<file path="src/rtl/in_service_control.sv">
`default_nettype none
// ============================================================================
//  Module      : in_service_control
//  Description : In-Service Register (ISR) control stage of the 8259A
//                interrupt controller, downstream of the priority resolver.
//                Latches the resolver's one-hot grant into the ISR during the
//                INTA sequence. Executes specific and non-specific EOI,
//                rotate-on-EOI and set-priority commands. Feeds the ISR, the
//                highest in-service level and the rotation back to the
//                resolver.
//
//  Ports       : clock                    - system clock, rising edge
//                reset_n                  - synchronous active-low reset
//                interrupt[7:0]           - one-hot grant from resolver
//                inta_first               - strobe, first INTA pulse
//                inta_second              - strobe, end of second INTA pulse
//                eoi_nonspecific          - strobe, non-specific EOI
//                eoi_specific             - strobe, specific EOI at eoi_level
//                eoi_level[2:0]           - EOI / set-priority target level
//                rotate_on_eoi            - turns either EOI into rotate-on-EOI
//                set_priority             - strobe, priority_rotate <= eoi_level
//                auto_eoi_config          - AEOI mode select
//                in_service_register[7:0] - ISR
//                highest_level_in_service - one-hot top ISR bit under rotation
//                priority_rotate[2:0]     - current lowest-priority level
//                ack_level[2:0]           - level latched on inta_first
//                spurious                 - acknowledge found no request
//
//  Options     : IN_SERVICE_AUTO_EOI_EN - when defined, auto_eoi_config=1
//                clears the acknowledged ISR bit at the end of the second
//                INTA pulse. When undefined, auto_eoi_config is ignored.
//
//  Revision    : 1.0 - initial release
// ============================================================================
module in_service_control #(
    parameter logic [2:0] RESET_ROTATE = 3'b111
) (
    input  logic       clock,
    input  logic       reset_n,
    input  logic [7:0] interrupt,
    input  logic       inta_first,
    input  logic       inta_second,
    input  logic       eoi_nonspecific,
    input  logic       eoi_specific,
    input  logic [2:0] eoi_level,
    input  logic       rotate_on_eoi,
    input  logic       set_priority,
    input  logic       auto_eoi_config,
    output logic [7:0] in_service_register,
    output logic [7:0] highest_level_in_service,
    output logic [2:0] priority_rotate,
    output logic [2:0] ack_level,
    output logic       spurious
);

    // ------------------------------------------------------------------
    // Acknowledge sequencer
    // ------------------------------------------------------------------
    typedef enum logic [0:0] {
        ST_IDLE = 1'b0,
        ST_ACK2 = 1'b1
    } state_t;

    state_t     r_state;
    state_t     w_state_next;

    logic [7:0] r_isr;
    logic [2:0] r_rotate;
    logic [2:0] r_ack_level;
    logic       r_spurious;

    logic       w_ack_accept;
    logic       w_ack_finish;

    // A second inta_first inside ACK2 and a stray inta_second in IDLE are
    // both ignored. The transitions below only ever react to the strobe
    // that is legal in the current state.
    always_comb begin
        w_state_next = r_state;
        case (r_state)
            ST_IDLE: if (inta_first)  w_state_next = ST_ACK2;
            ST_ACK2: if (inta_second) w_state_next = ST_IDLE;
            default: w_state_next = ST_IDLE;
        endcase
    end

    assign w_ack_accept = (r_state == ST_IDLE) && inta_first;
    assign w_ack_finish = (r_state == ST_ACK2) && inta_second;

    // ------------------------------------------------------------------
    // Binary index of the lowest set grant bit. An empty grant encodes
    // as 7, which is the level reported for a spurious acknowledge.
    // ------------------------------------------------------------------
    logic [2:0] w_grant_level;

    always_comb begin
        w_grant_level = 3'd7;
        for (int i = 7; i >= 0; i--) begin
            if (interrupt[i]) w_grant_level = i[2:0];
        end
    end

    // ------------------------------------------------------------------
    // Highest-priority in-service level under the current rotation.
    // priority_rotate names the lowest-priority level, so the search
    // starts one above it and wraps around, ending on the rotate level.
    // ------------------------------------------------------------------
    logic [7:0] w_highest;
    logic [2:0] w_highest_idx;
    logic       w_highest_valid;
    logic [2:0] w_search_level;

    always_comb begin
        w_highest       = 8'h00;
        w_highest_idx   = 3'd0;
        w_highest_valid = 1'b0;
        w_search_level  = 3'd0;
        for (int i = 1; i <= 8; i++) begin
            w_search_level = r_rotate + i[2:0];
            if (!w_highest_valid && r_isr[w_search_level]) begin
                w_highest_valid = 1'b1;
                w_highest_idx   = w_search_level;
            end
        end
        if (w_highest_valid) w_highest = 8'b1 << w_highest_idx;
    end

    // ------------------------------------------------------------------
    // EOI decode. Both flavours work on the ISR as it stands this cycle.
    // Specific EOI takes precedence when both strobes coincide. A rotating
    // specific EOI always moves the rotation to eoi_level, as the command
    // names its level explicitly. A rotating non-specific EOI only rotates
    // when there was something in service to retire.
    // ------------------------------------------------------------------
    logic [7:0] w_eoi_clear;
    logic [2:0] w_eoi_target;
    logic       w_eoi_rotate;

    always_comb begin
        w_eoi_clear  = 8'h00;
        w_eoi_target = 3'd0;
        w_eoi_rotate = 1'b0;
        if (eoi_specific) begin
            w_eoi_clear  = 8'b1 << eoi_level;
            w_eoi_target = eoi_level;
            w_eoi_rotate = rotate_on_eoi;
        end else if (eoi_nonspecific && w_highest_valid) begin
            w_eoi_clear  = w_highest;
            w_eoi_target = w_highest_idx;
            w_eoi_rotate = rotate_on_eoi;
        end
    end

    // ------------------------------------------------------------------
    // Automatic EOI at the end of the acknowledge sequence
    // ------------------------------------------------------------------
    logic       w_auto_eoi;
    logic [7:0] w_auto_clear;

`ifdef IN_SERVICE_AUTO_EOI_EN
    // A spurious acknowledge never set a bit, so there is nothing to retire.
    assign w_auto_eoi   = w_ack_finish && auto_eoi_config && !r_spurious;
    assign w_auto_clear = w_auto_eoi ? (8'b1 << r_ack_level) : 8'h00;
`else
    assign w_auto_eoi   = 1'b0;
    assign w_auto_clear = 8'h00;

    // The mode input stays on the port list so both builds share a pinout.
    logic w_unused_auto_eoi_config;
    assign w_unused_auto_eoi_config = auto_eoi_config;
`endif

    // ------------------------------------------------------------------
    // Next ISR and rotation
    // ------------------------------------------------------------------
    logic [7:0] w_isr_set;
    logic [7:0] w_isr_next;
    logic [2:0] w_rotate_next;

    // A bit being granted in the same cycle as its EOI stays set, because
    // the grant belongs to a fresh acknowledge.
    assign w_isr_set  = w_ack_accept ? interrupt : 8'h00;
    assign w_isr_next = (r_isr & ~(w_eoi_clear | w_auto_clear)) | w_isr_set;

    // Later assignments take precedence: set_priority over an explicit
    // rotating EOI, and an explicit rotating EOI over an automatic one.
    always_comb begin
        w_rotate_next = r_rotate;
        if (w_auto_eoi && rotate_on_eoi) w_rotate_next = r_ack_level;
        if (w_eoi_rotate)                w_rotate_next = w_eoi_target;
        if (set_priority)                w_rotate_next = eoi_level;
    end

    // ------------------------------------------------------------------
    // State registers
    // ------------------------------------------------------------------
    always_ff @(posedge clock) begin
        if (!reset_n) begin
            r_state     <= ST_IDLE;
            r_isr       <= 8'h00;
            r_rotate    <= RESET_ROTATE;
            r_ack_level <= 3'd0;
            r_spurious  <= 1'b0;
        end else begin
            r_state  <= w_state_next;
            r_isr    <= w_isr_next;
            r_rotate <= w_rotate_next;
            if (w_ack_accept) begin
                r_ack_level <= w_grant_level;
                r_spurious  <= (interrupt == 8'h00);
            end else if (w_ack_finish) begin
                r_spurious  <= 1'b0;
            end
        end
    end

    // ------------------------------------------------------------------
    // Outputs
    // ------------------------------------------------------------------
    assign in_service_register      = r_isr;
    assign highest_level_in_service = w_highest;
    assign priority_rotate          = r_rotate;
    assign ack_level                = r_ack_level;
    assign spurious                 = r_spurious;

endmodule
`default_nettype wire
</file>
<file path="config.mk">
export PLATFORM = sky130hd
export DESIGN_NAME = in_service_control
export DESIGN_NICKNAME = d
export VERILOG_FILES = /design/src/rtl/in_service_control.sv
export SDC_FILE = /design/constraint.sdc
export NUM_CORES = 1
export LEC_CHECK = 0
export ABC_AREA = 1
export CORE_UTILIZATION = 31
export CTS_BUF_LIST = sky130_fd_sc_hd__clkbuf_4 sky130_fd_sc_hd__clkbuf_8 sky130_fd_sc_hd__clkbuf_16
export DETAILED_ROUTE_END_ITERATION = 16
export GPL_ROUTABILITY_DRIVEN = 0
export PLACE_DENSITY = 0.65
export SYNTH_ARGS = -nofsm -noshare
export SYNTH_HDL_FRONTEND = slang
export SYNTH_SLANG_ARGS = --single-unit
</file>
<file path="constraint.sdc">
create_clock -name clock -period 3.75 [get_ports clock]
set_input_delay 1.125 -clock clock [delete_from_list [all_inputs] [get_ports clock]]
set_output_delay 1.125 -clock clock [all_outputs]
set_load 0.03 [all_outputs]
</file>
==> results of run 1 <==
==> through the flow <==
step | cells | setup TNS, ns | area (sq um) | hold WS (ns)
2_1_floorplan | 287 | 0 | 1780 | 0.443
3_3_place_gp | 399 | 0 | 2250 | 0.453
3_5_place_dp | 399 | 0 | 2250 | 0.460
4_1_cts | 407 | 0 | 2370 | 0.468
5_1_grt | 416 | -0.173 | 2680 | 0.498
6_report | 416 | 0 | 2680 | 0.465
==> cell usage in the layout (no fill, tap or decap), drive strengths merged, types with 2 or more instances in the layout <==
| cell | count |
|---|---|
| nand2 | 86 |
| nand3 | 48 |
| inv | 37 |
| clkdlybuf4s50 | 33 |
| nor2 | 32 |
| buf | 29 |
| a21oi | 18 |
| dfxtp | 16 |
| nand4 | 12 |
| o21ai | 11 |
| a31oi | 4 |
| o31a | 3 |
| clkbuf | 3 |
| nor3 | 3 |
| ha | 2 |
| xor2 | 2 |
==> routing by layer <==
metal / vias up / global-route usage
li1: 1062 / -
met1: 937 / 0.211
met2: 61 / 0.289
met3: 10 / 0.0167
met4: 0 / 0.0528
met5: - / 0
==> cell usage after synthesis, types with 2 or more instances <==
cell type	instances
inv_1	31
nand3_2	9
nor2_4	3
dfxtp_1	16
nor3_1	2
nor2_1	22
o21ai_2	2
ha_1	2
o21ai_0	6
buf_4	3
nand2_1	73
inv_2	7
nor2_8	2
nand4_1	11
nand2_2	12
nor2_2	5
o21ai_1	3
buf_6	2
a31oi_1	4
o31a_1	3
nand3_1	39
a21oi_1	17
==> area by class of cell <==
type                       instances  area, sq um  area share
sequential                        16          324       0.121
timing repair buffer              62          607       0.226
tap                               72         90.1      0.0336
inverter                          38          156      0.0584
multi-input combinational        225         1460       0.545
clock buffer                       3         41.3      0.0154
==> report_power, final <==
group / switching (uW) / internal, uW
combinational: 648 / 446
sequential: 20.5 / 184
clock: 50.5 / 70.9
==> flip-flops by register name (all words and copies together), names as in the netlist <==
| register | flops |
|---|---|
| ack_level | 3 |
| in_service_register | 8 |
| spurious | 1 |
| priority_rotate | 3 |
| r_state | 1 |
==> timing repair <==
action,in CTS,in global routing
hold buffers,0,0
pin swaps,2,24
gates resized for setup,7,56
setup buffers,5,9
endpoints found under the setup margin,8,8
==> cells by family after synthesis <==
logic type,share of synthesized area
simple gates,0.542
buf+inv,0.114
compound gates,0.127
flops,0.183
xor+xnor,0.0193
fa+ha+maj,0.0143
==> worst paths after layout <==
path / endpoint / cells after the start / slack (ns)
hold / removal: ack_level[0] / 2 / 0.46
setup reg to reg: priority_rotate[2] / 17 / 1.27
setup / recovery: highest_level_in_service[0] / 13 / 0.11
hold reg to reg: ack_level[0] / 2 / 0.46
==> critical path: cells and delay by family, from the launching register on <==
family | cells | cell delay (ns)
adders and majority gates | 1 | 0.34
DFF | 1 | 0.36
AOI/OAI and AO/OA | 1 | 0.31
buffers and inverters | 5 | 0.51
and+or+nand+nor | 6 | 0.77
==> impl_metrics.yaml, run 1 <==
run_status:
  status: "finished clean"
flow_run:
  maxCapViolations: 0
critical_path:
  path_max_fanout: 5
  crit_arrival_ns: 2.51
  max_stage_delay_ns: 0.36
  crit_chain: "inv_2 -> ha_4 -> inv_6 -> nand3_2 -> nand2_2 -> o21ai_1 -> inv_1 -> nand4_1 -> nand3_2 -> nor2_4 -> inv_2 -> nor3_4 -> buf_6"
  r2r-start: "priority_rotate[0]"
  critPathRequiredTime_ns: 2.62
  cp_slowest_cell: "dfxtp_2"
  cp-startpoint: "priority_rotate[0]"
  worst-setup-path-type: "reg -> out"
  crit_path_end_kind: "output pin"
  critPathLaunchType: "flop"
logic_synthesis:
  syn_area_per_cell_sq_um: 6.10
  synthTopCellsByArea: "dfxtp_1 (18%), nand2_1 (16%), nand3_1 (11%), inv_1 (6.6%), nand3_2 (5.1%)"
  ys_seq_area_frac: 0.183
  synth_top_area_cell: "dfxtp_1"
  synth_edf_count: 0
  ys.warnings.count: 0
  syn_nets: 309
  synth_cell_type_count: 35
  synthArstFlopShare: 0
  synth-main-ff-cell: "dfxtp_1"
  ys_seq_elements: 16
  synth_top_area_share: 0.183
  synth_area_sq_mm: 0.00175
  synth_cells: 287
global_routing:
  grt_pass1_wl_microns: 8180
  grt_max_degree: 15
  grt_pass1_vias: 1896
  overflow: 0
  grt_usage: 0.166
  antenna_found_initial: 0
cts:
  clockBufferDepth: 2
  numClockSinks: 16
  cts_buffers: 3
  cts_max_level: 1
  worstSkewPairLatency_ns: 0.24
  tritoncts: "done"
  cts.clk_slew.worst_paths_ns: 0.06
  cts_root_buf: "clkbuf_8"
place:
  port_buffers: 41
  dp_slack_ns: 0.0980
  hpwl_microns: 3920
routing:
  dr_wl_met2_microns: 2600
  wl_microns: 5200
  dr.max_layer_used: "met4"
  drt_pre_antenna_iters: 4
  drt_iter0_drc: 76
  routedWlPerCell_microns: 12.5
  viasPerCell: 4.98
  met1Wirelength_microns: 2340
  final_antenna_net_count: 0
  drc_errors: 0
  vias: 2070
  wl_met3_microns: 169
sta:
  setup_violations: 0
  drv_slew: 0
  worst_slew_pin_slew_ns: 0.701
  min_period_ns: 3.64
  final-hold-violation-count: 0
  finClkSkew_ns: 0.00169
  fmax_mhz: 275
  timing.final.ws_setup_ns: 0.113
  slew-limit-headroom: 0.531
  grt_setup_unrepaired: "true"
  finalCritPeriodShare: 0.970
min_path:
  hold_class: "reg -> reg"
  min-delay-start: "ack_level[0]"
floorplanning:
  fp.dieH_microns: 77.2
  rows: 27
  coreArea_sq_mm: 0.00547
  start_util: 0.320
  dieWidth_microns: 77.2
  num_io_pins: 43
  die_area_sq_mm: 0.00596
layout:
  nFillCells: 567
  fin_util: 0.490
  drive_above_1_share: 0.340
  nets: 368
  areaGrowthSynthToFinish_pct: 53.0
  n_antenna_cell: 0
power:
  total_power_uw: 1420
  leakage_uw: 0.00114
  ir_drop_mv: 0.369
  power.density_mw_per_mm2: 529
(Power assumes the default switching activity.)
==> run 2, diff against run 1 <==
Settings changed: CTS_BUF_LIST sky130_fd_sc_hd__clkbuf_4 sky130_fd_sc_hd__clkbuf_8 sky130_fd_sc_hd__clkbuf_16 to sky130_fd_sc_hd__clkbuf_8, DONT_BUFFER_PORTS set to 1, PLACE_DENSITY 0.65 to 0.57.
Clock period 3.75 ns to 3 ns, I/O delays scaled along.
==> run 2 against run 1 <==
Effect of this change: the flow now finishes with violations (negative setup slack); clock-buffer cell count is 1 higher; hold slack better by 0.014 ns; combinational power is 30% higher; via count is 3.1% lower; total power is 31% higher; wire length is 0.12% higher; final cell count is 0.48% higher; setup slack worse by 0.49 ns; critical endpoint is now highest_level_in_service[5].
==> impl_metrics.yaml, run 2 (synthesis results as in run 1) <==
layout:
  final_cell_mix: "nand2_1 (66), buf_4 (57), nand3_1 (30)"
  largest_reg_flops: 8
  finish.instance_area_sq_mm: 0.00255
  nFillCells: 577
  n_antenna_cell: 0
  layout.cells.non_filler: 418
  drive_above_1_share: 0.425
  nets: 369
  final_common_cell: "nand2_1"
  areaGrowthSynthToFinish_pct: 45.6
sta:
  finClkSkew_ns: 0.00259
  setup_violations: 8
  timing.hold.ws_ns: 0.479
  timing.final.ws_setup_ns: -0.374
  final-hold-violation-count: 0
  fmax_mhz: 296
  finalCritPeriodShare: 1.12
  setup_tns_ns: -2.70
  min_period_ns: 3.37
  slew-limit-headroom: 0.696
  worst_slew_pin_slew_ns: 0.455
  grt_setup_unrepaired: "true"
  drv_slew: 0
floorplanning:
  rows: 27
  die_area_sq_mm: 0.00596
  num_io_pins: 43
  start_util: 0.320
  coreArea_sq_mm: 0.00547
  fp.dieH_microns: 77.2
  dieWidth_microns: 77.2
cts:
  clockBufferDepth: 2
  cts_root_buf: "clkbuf_8"
  worstSkewPairLatency_ns: 0.25
  cts_hold_buffers: 0
  cts_buffers: 3
  cts_max_level: 1
  cts.clk_slew.worst_paths_ns: 0.06
  numClockSinks: 16
  tritoncts: "done"
critical_path:
  crit_arrival_ns: 2.47
  critPathRequiredTime_ns: 2.10
  critPathLaunchType: "flop"
  crit_path_end_kind: "output pin"
  path_max_fanout: 6
  worst-setup-path-type: "reg -> out"
routing:
  routedWlPerCell_microns: 12.4
  vias: 2006
  drt_iter0_drc: 81
  drt_pre_antenna_iters: 4
  drc_errors: 0
  viasPerCell: 4.80
  final_antenna_net_count: 0
  wl_microns: 5200
global_routing:
  grt_max_degree: 15
  grt_usage: 0.178
  overflow: 0
  antenna_found_initial: 0
  grt_pass1_vias: 1965
  grt_pass1_wl_microns: 8670
flow_run:
  maxCapViolations: 0
place:
  place_area_sq_mm: 0.00232
  hpwl_microns: 4250
  dp_slack_ns: -0.226
  port_buffers: 0
  place_inst: 406
run_status:
  violations: "negative setup slack"
  status: "finished, violations left"
power:
  power.density_mw_per_mm2: 730
  ir_drop_mv: 0.389
  leakage_uw: 0.00119
min_path:
  hold_class: "reg -> reg"
## run 2: cell count changes in the layout (fill, tap and decap cells not counted), sizes merged
| cell | previous run | this run |
|---|---|---|
| buf | 29 | 63 |
| clkdlybuf4s50 | 33 | 0 |
| inv | 37 | 38 |
| clkbuf | 3 | 4 |
| clkinvlp | 1 | 0 |
## run 2: layout make-up
cell class                 instances  area (sq um)  share of cell area
multi-input combinational        225          1410               0.553
timing repair buffer              63           517               0.203
sequential                        16           328               0.129
inverter                          38           150              0.0589
tap                               72          90.1              0.0353
clock buffer                       4          55.1              0.0216
## run 2: power by group
part	leakage, uW	internal (uW)	total, uW	switching [uW]
Sequential	0.000132	229	249	20.6
Clock	0.0000288	116	192	75.3
Combinational	0.00103	599	1420	822
## run 2: through the flow
step | power [uW] | utilization
global route | 1990 | 0.466
detailed placement | 1540 | 0.425
global placement | 1530 | 0.425
floorplan | 1100 | -
CTS | 1840 | 0.454
finish | 1860 | 0.466
## run 2: path summary, 6_finish.rpt
path	slack [ns]	to	cells after the start	startpoint
worst min-delay path	0.48	r_state	1	r_state
worst max-delay path	-0.37	highest_level_in_service[5]	14	priority_rotate[0]
worst min register to register	0.48	r_state	1	r_state
worst max register to register	0.47	in_service_register[2]	15	priority_rotate[0]
## run 2: repair_timing
| action | 4_1_cts | 5_1_grt |
|---|---|---|
| gates resized for setup | 16 | 13 |
| buffers inserted | 8 | 0 |
| setup endpoints to repair | 8 | 8 |
| pin swaps | 20 | 8 |
## run 2: per-layer routing
layer / wire (microns) / vias to the layer above / track usage
li1: - / 1068 / -
met1: 2380 / 895 / 0.232
met2: 2550 / 38 / 0.310
met3: 215 / 5 / 0.0274
met4: 59 / 0 / 0.0302
met5: 0 / - / 0
## run 2: critical path, stage by stage (launching register included)
cell and delay, ns:
dfxtp_4 0.37, inv_2 0.06, ha_4 0.33, nand3_2 0.13, nand3_4 0.11, nand2_4 0.09
nor2_8 0.12, nand4_4 0.12, nor2_4 0.16, buf_4 0.13, nand3_1 0.07, nand2_2 0.10
inv_1 0.08, buf_4 0.15, nor2_4 0.21
